## config.mk

```make
export PLATFORM = sky130hd
export DESIGN_NAME = rom_download_ctrl_flat
export DESIGN_NICKNAME = d
export VERILOG_FILES = /design/src/rtl/rom_download_if.sv /design/src/rtl/rom_download_ctrl.sv /design/src/flat_wrapper.sv
export SDC_FILE = /design/constraint.sdc
export NUM_CORES = 1
export LEC_CHECK = 0
export CORE_MARGIN = 2
export CORE_UTILIZATION = 57
export DETAILED_ROUTE_END_ITERATION = 12
export DONT_BUFFER_PORTS = 1
export PLACE_DENSITY_LB_ADDON = 0.1
export SLEW_MARGIN = 20
export SYNTH_ARGS = -nofsm -noshare
export SYNTH_HDL_FRONTEND = slang
export SYNTH_SLANG_ARGS = --single-unit
```

## constraint.sdc

```tcl
create_clock -name clk_sys -period 2.17 [get_ports clk_sys]
set_input_delay 0.1085 -clock clk_sys [delete_from_list [all_inputs] [get_ports clk_sys]]
set_output_delay 0.1085 -clock clk_sys [all_outputs]
set_load 0.01 [all_outputs]
```

## src/rtl/rom_download_if.sv

```systemverilog
// Signal bundle between the hps_io download stream, the two ROM stores and the download sequencer.
// The sequencer is the slave of the stream; master is the stream/store side.
interface rom_download_if;
   logic        ioctl_download;
   logic [7:0]  ioctl_index;
   logic        ioctl_wr;
   logic [15:0] ioctl_dout;
   logic        ioctl_wait;
   logic        swap;
   logic        rom_wr;
   logic        dd_wrack;
   logic        sd_wrack;
   logic [23:0] romwr_a;
   logic [15:0] romwr_d;
   logic        sgx;
   logic [1:0]  populous;
   logic        hdr;
   logic [23:0] rom_size;
   logic        dl_done;
   logic        err_timeout;
   logic        err_overrun;

   modport slave (
      input  ioctl_download, ioctl_index, ioctl_wr, ioctl_dout, swap, dd_wrack, sd_wrack,
      output ioctl_wait, rom_wr, romwr_a, romwr_d, sgx, populous, hdr, rom_size, dl_done,
             err_timeout, err_overrun
   );

   modport master (
      output ioctl_download, ioctl_index, ioctl_wr, ioctl_dout, swap, dd_wrack, sd_wrack,
      input  ioctl_wait, rom_wr, romwr_a, romwr_d, sgx, populous, hdr, rom_size, dl_done,
             err_timeout, err_overrun
   );
endinterface

```

## src/rtl/rom_download_ctrl.sv

```systemverilog
// Download sequencer: ioctl words -> toggle write requests to DDR3/SDRAM ROM stores,
// plus console type, Populous signature, copier header and ROM size reporting.
//
// state | meaning
// IDLE  | waiting for a download window to open
// RECV  | ready for the next ioctl word
// PEND  | write issued, ioctl_wait held until both stores ack (or watchdog expires)
// DONE  | one-cycle wrap-up: latch size/header, pulse dl_done
module rom_download_ctrl #(
   parameter logic [4:0]  SGX_INDEX = 5'd2,
   parameter int unsigned TIMEOUT_W = 16
) (
   input logic            clk_sys,
   input logic            reset_n,
   rom_download_if.slave  bus
);
   typedef enum logic [1:0] {ST_IDLE, ST_RECV, ST_PEND, ST_DONE} state_t;

   // Down-counter loaded so that terminal count lands on the (2**W-1)th PEND cycle.
   localparam logic [TIMEOUT_W-1:0] WD_LOAD = {{(TIMEOUT_W-1){1'b1}}, 1'b0};
   localparam logic [TIMEOUT_W-1:0] WD_ONE  = {{(TIMEOUT_W-1){1'b0}}, 1'b1};

   state_t                state_q, state_d;
   logic                  dl_q, dl_d;
   logic                  fall_q, fall_d;
   logic                  wait_q, wait_d;
   logic                  rom_wr_q, rom_wr_d;
   logic [23:0]           addr_q, addr_d;
   logic [15:0]           data_q, data_d;
   logic                  sgx_q, sgx_d;
   logic [1:0]            pop_q, pop_d;
   logic                  hdr_q, hdr_d;
   logic [23:0]           size_q, size_d;
   logic                  done_q, done_d;
   logic                  err_to_q, err_to_d;
   logic                  err_ov_q, err_ov_d;
   logic [TIMEOUT_W-1:0]  wd_q, wd_d;

   logic        dl_rise, dl_fall, acked, sig_chk;
   logic [15:0] word_in, sig_exp;
   logic        unused_idx;

   function automatic logic [7:0] rev8(input logic [7:0] b);
      return {b[0], b[1], b[2], b[3], b[4], b[5], b[6], b[7]};
   endfunction

   assign unused_idx = ^bus.ioctl_index[7:5];
   assign dl_rise    = bus.ioctl_download & ~dl_q;
   assign dl_fall    = ~bus.ioctl_download & dl_q;
   assign word_in    = bus.swap ? {rev8(bus.ioctl_dout[15:8]), rev8(bus.ioctl_dout[7:0])}
                                : bus.ioctl_dout;
   assign acked      = (rom_wr_q == bus.dd_wrack) && (rom_wr_q == bus.sd_wrack);

   always_comb begin
      sig_exp = 16'h0000;
      sig_chk = 1'b0;
      if (addr_q[23:4] == 20'h00212 || addr_q[23:4] == 20'h001F2) begin
         sig_chk = 1'b1;
         case (addr_q[3:0])
            4'h6:    sig_exp = 16'h4F50;
            4'h8:    sig_exp = 16'h5550;
            4'hA:    sig_exp = 16'h4F4C;
            4'hC:    sig_exp = 16'h5355;
            default: sig_chk = 1'b0;
         endcase
      end
   end

   always_comb begin
      state_d  = state_q;
      dl_d     = bus.ioctl_download;
      fall_d   = fall_q;
      wait_d   = wait_q;
      rom_wr_d = rom_wr_q;
      addr_d   = addr_q;
      data_d   = data_q;
      sgx_d    = sgx_q;
      pop_d    = pop_q;
      hdr_d    = hdr_q;
      size_d   = size_q;
      done_d   = 1'b0;
      err_to_d = err_to_q;
      err_ov_d = err_ov_q;
      wd_d     = wd_q;

      // A new window restarts from any state; an in-flight toggle is simply abandoned.
      if (dl_rise) begin
         state_d  = ST_RECV;
         addr_d   = 24'h000000;
         pop_d    = 2'b11;
         sgx_d    = (bus.ioctl_index[4:0] == SGX_INDEX);
         err_to_d = 1'b0;
         err_ov_d = 1'b0;
         wait_d   = 1'b0;
         fall_d   = 1'b0;
      end else begin
         case (state_q)
            ST_IDLE: ;
            ST_RECV: begin
               if (bus.ioctl_wr) begin
                  data_d   = word_in;
                  rom_wr_d = ~rom_wr_q;
                  wait_d   = 1'b1;
                  wd_d     = WD_LOAD;
                  fall_d   = dl_fall;
                  state_d  = ST_PEND;
                  if (sig_chk && word_in != sig_exp) pop_d[addr_q[13]] = 1'b0;
               end else if (dl_fall) begin
                  state_d = ST_DONE;
               end
            end
            ST_PEND: begin
               if (bus.ioctl_wr) err_ov_d = 1'b1;
               if (dl_fall)      fall_d   = 1'b1;
               if (acked || wd_q == '0) begin
                  if (!acked) err_to_d = 1'b1;
                  wait_d  = 1'b0;
                  addr_d  = addr_q + 24'd2;
                  state_d = (fall_q || dl_fall) ? ST_DONE : ST_RECV;
               end else begin
                  wd_d = wd_q - WD_ONE;
               end
            end
            ST_DONE: begin
               size_d  = addr_q;
               hdr_d   = addr_q[9];
               done_d  = 1'b1;
               wait_d  = 1'b0;
               fall_d  = 1'b0;
               state_d = ST_IDLE;
            end
            default: state_d = ST_IDLE;
         endcase
      end
   end

   always_ff @(posedge clk_sys or negedge reset_n) begin
      if (!reset_n) begin
         state_q  <= ST_IDLE;
         dl_q     <= 1'b0;
         fall_q   <= 1'b0;
         wait_q   <= 1'b0;
         rom_wr_q <= 1'b0;
         addr_q   <= 24'h000000;
         data_q   <= 16'h0000;
         sgx_q    <= 1'b0;
         pop_q    <= 2'b11;
         hdr_q    <= 1'b0;
         size_q   <= 24'h000000;
         done_q   <= 1'b0;
         err_to_q <= 1'b0;
         err_ov_q <= 1'b0;
         wd_q     <= '0;
      end else begin
         state_q  <= state_d;
         dl_q     <= dl_d;
         fall_q   <= fall_d;
         wait_q   <= wait_d;
         rom_wr_q <= rom_wr_d;
         addr_q   <= addr_d;
         data_q   <= data_d;
         sgx_q    <= sgx_d;
         pop_q    <= pop_d;
         hdr_q    <= hdr_d;
         size_q   <= size_d;
         done_q   <= done_d;
         err_to_q <= err_to_d;
         err_ov_q <= err_ov_d;
         wd_q     <= wd_d;
      end
   end

   assign bus.ioctl_wait  = wait_q;
   assign bus.rom_wr      = rom_wr_q;
   assign bus.romwr_a     = addr_q;
   assign bus.romwr_d     = data_q;
   assign bus.sgx         = sgx_q;
   assign bus.populous    = pop_q;
   assign bus.hdr         = hdr_q;
   assign bus.rom_size    = size_q;
   assign bus.dl_done     = done_q;
   assign bus.err_timeout = err_to_q;
   assign bus.err_overrun = err_ov_q;
endmodule

```

## src/flat_wrapper.sv

```systemverilog
// flat-port wrapper written by rule: the top's interface ports become plain ports
module rom_download_ctrl_flat 
#(
   parameter logic [4:0]  SGX_INDEX = 5'd2,
   parameter int unsigned TIMEOUT_W = 16
)
  (clk_sys, reset_n, bus_ioctl_download, bus_ioctl_index, bus_ioctl_wr, bus_ioctl_dout, bus_swap, bus_dd_wrack, bus_sd_wrack, bus_ioctl_wait, bus_rom_wr, bus_romwr_a, bus_romwr_d, bus_sgx, bus_populous, bus_hdr, bus_rom_size, bus_dl_done, bus_err_timeout, bus_err_overrun);
  rom_download_if bus_i ();
  input logic clk_sys;
  input logic reset_n;
  input wire logic [$bits(bus_i.ioctl_download)-1:0] bus_ioctl_download;
  input wire logic [$bits(bus_i.ioctl_index)-1:0] bus_ioctl_index;
  input wire logic [$bits(bus_i.ioctl_wr)-1:0] bus_ioctl_wr;
  input wire logic [$bits(bus_i.ioctl_dout)-1:0] bus_ioctl_dout;
  input wire logic [$bits(bus_i.swap)-1:0] bus_swap;
  input wire logic [$bits(bus_i.dd_wrack)-1:0] bus_dd_wrack;
  input wire logic [$bits(bus_i.sd_wrack)-1:0] bus_sd_wrack;
  output wire logic [$bits(bus_i.ioctl_wait)-1:0] bus_ioctl_wait;
  output wire logic [$bits(bus_i.rom_wr)-1:0] bus_rom_wr;
  output wire logic [$bits(bus_i.romwr_a)-1:0] bus_romwr_a;
  output wire logic [$bits(bus_i.romwr_d)-1:0] bus_romwr_d;
  output wire logic [$bits(bus_i.sgx)-1:0] bus_sgx;
  output wire logic [$bits(bus_i.populous)-1:0] bus_populous;
  output wire logic [$bits(bus_i.hdr)-1:0] bus_hdr;
  output wire logic [$bits(bus_i.rom_size)-1:0] bus_rom_size;
  output wire logic [$bits(bus_i.dl_done)-1:0] bus_dl_done;
  output wire logic [$bits(bus_i.err_timeout)-1:0] bus_err_timeout;
  output wire logic [$bits(bus_i.err_overrun)-1:0] bus_err_overrun;
  assign bus_i.ioctl_download = bus_ioctl_download;
  assign bus_i.ioctl_index = bus_ioctl_index;
  assign bus_i.ioctl_wr = bus_ioctl_wr;
  assign bus_i.ioctl_dout = bus_ioctl_dout;
  assign bus_i.swap = bus_swap;
  assign bus_i.dd_wrack = bus_dd_wrack;
  assign bus_i.sd_wrack = bus_sd_wrack;
  assign bus_ioctl_wait = bus_i.ioctl_wait;
  assign bus_rom_wr = bus_i.rom_wr;
  assign bus_romwr_a = bus_i.romwr_a;
  assign bus_romwr_d = bus_i.romwr_d;
  assign bus_sgx = bus_i.sgx;
  assign bus_populous = bus_i.populous;
  assign bus_hdr = bus_i.hdr;
  assign bus_rom_size = bus_i.rom_size;
  assign bus_dl_done = bus_i.dl_done;
  assign bus_err_timeout = bus_i.err_timeout;
  assign bus_err_overrun = bus_i.err_overrun;
  rom_download_ctrl #(.SGX_INDEX(SGX_INDEX), .TIMEOUT_W(TIMEOUT_W)) u_core (.clk_sys(clk_sys), .reset_n(reset_n), .bus(bus_i));
endmodule
```

Yosys cells after proc, flatten, opt, wreduce, memory -nomap -nowiden
Cells that the tools add are included.
{"block": "word_totals", "regBits": 93, "in_bits": 31, "output_inout_bits": 73, "word_cells": 111}
{"block": "op_classes", "n_addsub": 2, "order_cmp": 2, "eq_ne": 20, "mux": 39, "n_bitwise": 8, "n_reduce_logical": 25}
{"op": "two-way mux 24 bit", "count": 3}
{"op": "two-way mux 16 bit", "count": 4}
{"op": "case mux 15 bit (4 select lines)", "count": 1}
{"op": "case mux 16 bit (2 select lines)", "count": 1}
{"op": "adder 24 x 2 -> 24 bit (second input constant)", "count": 1}
{"op": "equality test 20 x 10 -> 1 bit (second input constant)", "count": 1}
{"op": "equality test 20 x 9 -> 1 bit (second input constant)", "count": 1}
{"op": "two-way mux 2 bit", "count": 9}
{"op": "AND reduction 3 bit", "count": 6}
{"op": "two-way mux 1 bit", "count": 17}
{"op": "zero test 16 bit", "count": 1}
{"op": "inequality test 16 bit", "count": 1}
{"op": "subtractor 16 x 1 -> 16 bit (second input constant)", "count": 1}
{"op": "equality test 4 bit (second input constant)", "count": 3}
{"op": "nonzero test 2 bit", "count": 6}
{"op": "inequality test 3 x 1 -> 1 bit (second input constant)", "count": 2}
{"op": "case mux 1 bit (3 select lines)", "count": 2}
{"op": "case mux 2 bit (3 select lines)", "count": 1}
{"op": "AND reduction 2 bit", "count": 3}
{"op": "equality test 5 x 2 -> 1 bit (second input constant)", "count": 1}
{"op": "equality test 2 bit (second input constant)", "count": 2}
{"op": "equality test 4 x 3 -> 1 bit (second input constant)", "count": 1}
{"op": "inequality test 2 bit (second input constant)", "count": 2}
{"op": "inequality test 4 x 2 -> 1 bit (second input constant)", "count": 1}
{"op": "other kinds (16)", "count": 25}

Logic depth before layout (Yosys ltp)
{"block": "logic_depth", "depth_word": 10, "mapped_depth": 10, "depth_no_buf": 8}

Least setup slack after synthesis
Ideal clock, no wire load.
{"block": "synth_timing", "path_kind": "register -> register", "start": "register u_core.wd_q[8]", "end": "register u_core.addr_q[23] (netlist: u_core.bus.romwr_a[23])", "setup_time_ps": 120, "t_arrival_ps": 2225, "t_required_ps": 2050, "path_slack_ps": -174, "stages_incl_launch_ff": 8, "path_buffers": 1, "synth_period_minus_slack_ps": 2344, "path_cell_list": "dfrtp_1 > or4_4 > or4_4 > o21ai_2 > buf_4 > nor4b_4 > a21oi_1 > a31o_1"}
{"block": "synth_between", "elab_chain_cells": 4}
{"element": "start: declaration", "line_no": "rom_download_ctrl.sv:37", "source": "logic [TIMEOUT_W-1:0] wd_q, wd_d;"}
{"element": "start signal: assignment", "line_no": "rom_download_ctrl.sv:169", "source": "wd_q <= wd_d;"}
{"element": "zero test 16 bit", "line_no": "rom_download_ctrl.sv:115", "source": "if (acked || wd_q == '0) begin"}
{"element": "logical OR 1 bit", "line_no": "rom_download_ctrl.sv:115"}
{"element": "nonzero test 2 bit (no source line)"}
{"element": "AND reduction 2 bit (no source line)"}
{"element": "end signal: assignment", "line_no": "rom_download_ctrl.sv:160", "source": "addr_q <= addr_d;"}
{"element": "end: declaration", "line_no": "rom_download_ctrl.sv:28", "source": "logic [23:0] addr_q, addr_d;"}
No other way between the ends.
A chain may end at the register's enable or synchronous reset.

Worst setup path after layout
{"block": "layout_timing", "start": "register u_core.wd_q[10]", "end": "register u_core.wd_q[3]"}
{"block": "layout_between", "elab_chain_cells": 4}
{"element": "zero test 16 bit", "line_no": "rom_download_ctrl.sv:115"}
{"element": "logical OR 1 bit", "line_no": "rom_download_ctrl.sv:115"}
{"element": "inequality test 2 bit (no source line)"}
{"element": "AND reduction 4 bit (no source line)"}
No other way between the ends.

==> summary.md <==
| Metric | Value |
|---|---|
| Status | `complete, but fails checks` |
| Failing checks | `negative hold slack, negative setup slack` |
| CP required | `2.42 ns` |
| Clock sink count | `90` |
| Global-route wire length before repair | `18.2 mm` |
| Antenna violations before repair | `0` |
| Std-Cell Rows | `33` |
| Routed Antenna Nets | `0` |
| Slowest CP cell | `or4_4` |
| Kind of start point of the critical path | `register` |
| Dpl hpwl | `7.70 mm` |
| CTS tree | `done` |
| Vias in the first global route | `3793` |
| Mean Syn Cell Area | `9.99 sq um` |
| Number of diodes | `0` |
| Critical Path End | `u_core.wd_q[3]` |
| I/O pins | `104` |
| Netlist cell types | `57` |
| Avg WL per Cell | `18.3 microns` |
| Most frequent cells in the layout | `dfrtp_1 (86), buf_4 (58), nand2_1 (43)` |
| Core area | `8220 sq um` |
| Delay of the slowest critical-path stage | `0.55 ns` |
| Gr ovfl total | `0` |
| Clk_skew | `0.0116 ns` |
| Reg clk slew, reported paths | `0.10 ns` |
| Via Count | `3932` |
| Clk_lat worst skew | `0.36 ns` |
| Crit path max fanout | `8` |
| Pwr/cell area | `820 nW/um^2` |
| Synthesized area | `4810 sq um` |
| Fin. Hold Viols | `90` |
| Flop and latch count out of synthesis | `90` |
| WP buf/inv | `2` |
| HP Class | `primary input to asynchronous set/reset pin` |
| Setup Viol. Count Final | `43` |
| Most common cell after layout, fill and taps aside | `dfrtp_1` |
| RR Startpoint | `u_core.wd_q[10]` |
| Register area share after synthesis | `46.8%` |
| GP Congestion | `0.870` |
| Final Power | `4930 uW` |
| Synth Instances | `482` |
| DIE HEIGHT | `95.9 microns` |
| Total CTS buffers | `9` |
| Area leader, netlist | `dfrtp_1` |
| Critical path startpoint | `u_core.wd_q[10]` |
| Fin nets | `591` |
| Levels on crit path | `8` |
| Cell Chain, Critical Path | `or4_4 > or4_4 > o21ai_4 > buf_4 > a211oi_2 > buf_4 > or2_0 > o311a_1` |
| F_max | `408 MHz` |
| Full die area | `9200 sq um` |
| Share of cells above drive strength 1 | `26.7%` |
| Final wirelength | `12.1 mm` |
| Crit path DAT | `2.70 ns` |
| Longest Clk Path Bufs | `2` |
| Slew Limit Fails | `0` |
| Tmin final | `2.45 ns` |
| Slew at the pin closest to its max-slew limit | `0.491 ns` |
| Post-synth EDFFs | `0` |
| CTS HTree Levels | `3` |
| Async set or reset register ratio after synthesis | `100%` |
| Yosys top cell area share | `45.7%` |
| Final Cycle Share | `113%` |
| Area grow syn2layout | `24.8%` |
| Flop-to-flop setup slack | `-0.28 ns` |
| Vias per cell | `5.93` |
| Hold WS | `-0.574 ns` |
| Peak VDD IR | `0.000397 V` |
| Overall Global Routing Usage | `25.6%` |
| Worst Reg-to-Reg Cells | `8` |
| Starting Density | `58.6%` |
| Leakage power | `0.00266 uW` |
| Top cells by area, synth | `dfrtp_1 (46%), mux2_2 (5.4%), mux2i_1 (5.0%)` |
| Post-route setup slack | `-0.280 ns` |
| Synth warn | `0` |
| Largest net degree at the start of global routing | `91` |
| Top FF cell, synth | `dfrtp_1` |
| IO Port Bufs | `0` |
| Fill cell count | `580` |
| Drc violations | `0` |
| Max cap viols | `0` |
| Crit Reg-Reg Endpoint | `u_core.wd_q[3]` |
| Worst Setup Path Type | `register to register` |
| CP delay by family, top | `simple AND/OR/NAND/NOR gates` |
| Clk root buf | `clkbuf_8` |
| First-pass iteration count of the detailed router | `4` |
| Setup crit end kind | `register` |
| Die extent in x | `95.9 microns` |
| RSZ-0062 raised after global routing | `yes` |
| Drt initial violations | `246` |
| # hold bufs at CTS | `23` |
| Slew headroom | `66.3%` |
-- synth_stat cells, drive strengths merged, types with 5 or more instances --
master and count:
a211oi 7, a21oi 17, a31oi 5, and3 10, and4 5, buf 14
clkbuf 15, dfrtp 88, ha 7, inv 12, mux2 23, mux2i 24
nand2 45, nand2b 7, nand3 18, nand4 15, nor2 35, nor2b 5
nor3 11, nor4b 7, nor4bb 7, o21ai 30, or2 6, xnor2 10
xor2 13
-- worst reg2reg max path: stages (launching register included) --
cell and delay (ns):
dfrtp_1 0.40, or4_4 0.55, or4_4 0.48, o21ai_4 0.22, buf_4 0.15, a211oi_2 0.05, buf_4 0.19, or2_0 0.20
o311a_1 0.11
-- repair_timing --
action	CTS	global route
gates resized for setup	8	50
setup buffers	0	12
pin swaps	0	32
hold endpoints to repair	104	90
setup endpoints to repair	43	44
cloned	0	1
-- final cells by class --
| class | instances | area, sq um | share of cell area, % |
|---|---|---|---|
| multi-input cells | 351 | 2620 | 43.5 |
| flip-flops and latches | 90 | 2260 | 37.6 |
| repair buffers | 88 | 766 | 12.7 |
| clock buffers | 10 | 138 | 2.29 |
| well taps | 105 | 131 | 2.19 |
| clock inverters | 6 | 51.3 | 0.854 |
| inverters | 13 | 48.8 | 0.812 |
-- per-stage QoR --
step / cell area, sq um / std cells / TNS [ns] / setup slack, ns / util [%]
4_1_cts: 5670 / 651 / -4.33 / -0.235 / 69.0
3_3_place_gp: 5240 / 612 / -2.42 / -0.178 / 63.8
2_1_floorplan: 4830 / 483 / -1.07 / -0.163 / -
6_report: 6010 / 663 / -7.21 / -0.280 / 73.1
3_5_place_dp: 5240 / 612 / -4.00 / -0.230 / 63.8
5_1_grt: 6010 / 663 / -9.69 / -0.312 / 73.1
-- worst min path at each step --
stage / cells after the start / from / slack (ns) / to
after floorplan: 0 / reset_n / -0.19 / u_core.bus.dl_done
after global placement: 0 / reset_n / -0.18 / u_core.wd_q[0]
after detailed placement: 0 / reset_n / -0.18 / u_core.wd_q[0]
after CTS: 0 / reset_n / -0.58 / u_core.bus.romwr_d[3]
after global routing: 0 / reset_n / -0.59 / u_core.bus.err_overrun
final: 0 / reset_n / -0.57 / u_core.wd_q[14]
-- cells by family (layout without fill, tap and decap cells) --
kind of cell,Yosys count,count (layout),share of synthesized area [%]
other,1,2,0.0779
buffers and inverters,42,117,3.74
and+or+nand+nor,188,188,21.4
adders and majority gates,7,7,1.82
xor gates and xnor gates,23,23,4.18
DFF,90,90,46.8
AOI/OAI and AO/OA,84,84,11.6
muxes,47,47,10.4
-- per-layer routing --
layer	GRT usage (%)	vias up	wire, microns
met4	10.7	0	209
met5	0	-	0
met2	41.7	107	6060
met1	33.0	1933	5180
met3	5.87	19	675
li1	-	1873	-
-- registers in the layout, summed over array words and instances (netlist names) --
register / count
u_core.bus.rom_size: 23
u_core.bus.dl_done: 1
u_core.bus.ioctl_wait: 1
u_core.bus.populous: 2
u_core.bus.romwr_d: 16
u_core.dl_q: 1
u_core.bus.err_overrun: 1
u_core.bus.rom_wr: 1
u_core.state_q: 2
u_core.bus.sgx: 1
u_core.fall_q: 1
u_core.bus.err_timeout: 1
u_core.wd_q: 16
u_core.bus.romwr_a: 23
-- report_power, final --
part / switching (uW) / total (uW) / internal, uW
Combinational: 872 / 1620 / 746
Sequential: 277 / 2200 / 1920
Clock: 647 / 1110 / 460
Total: 1800 / 4930 / 3130
Note: power is estimated with default switching activity, not from simulation.
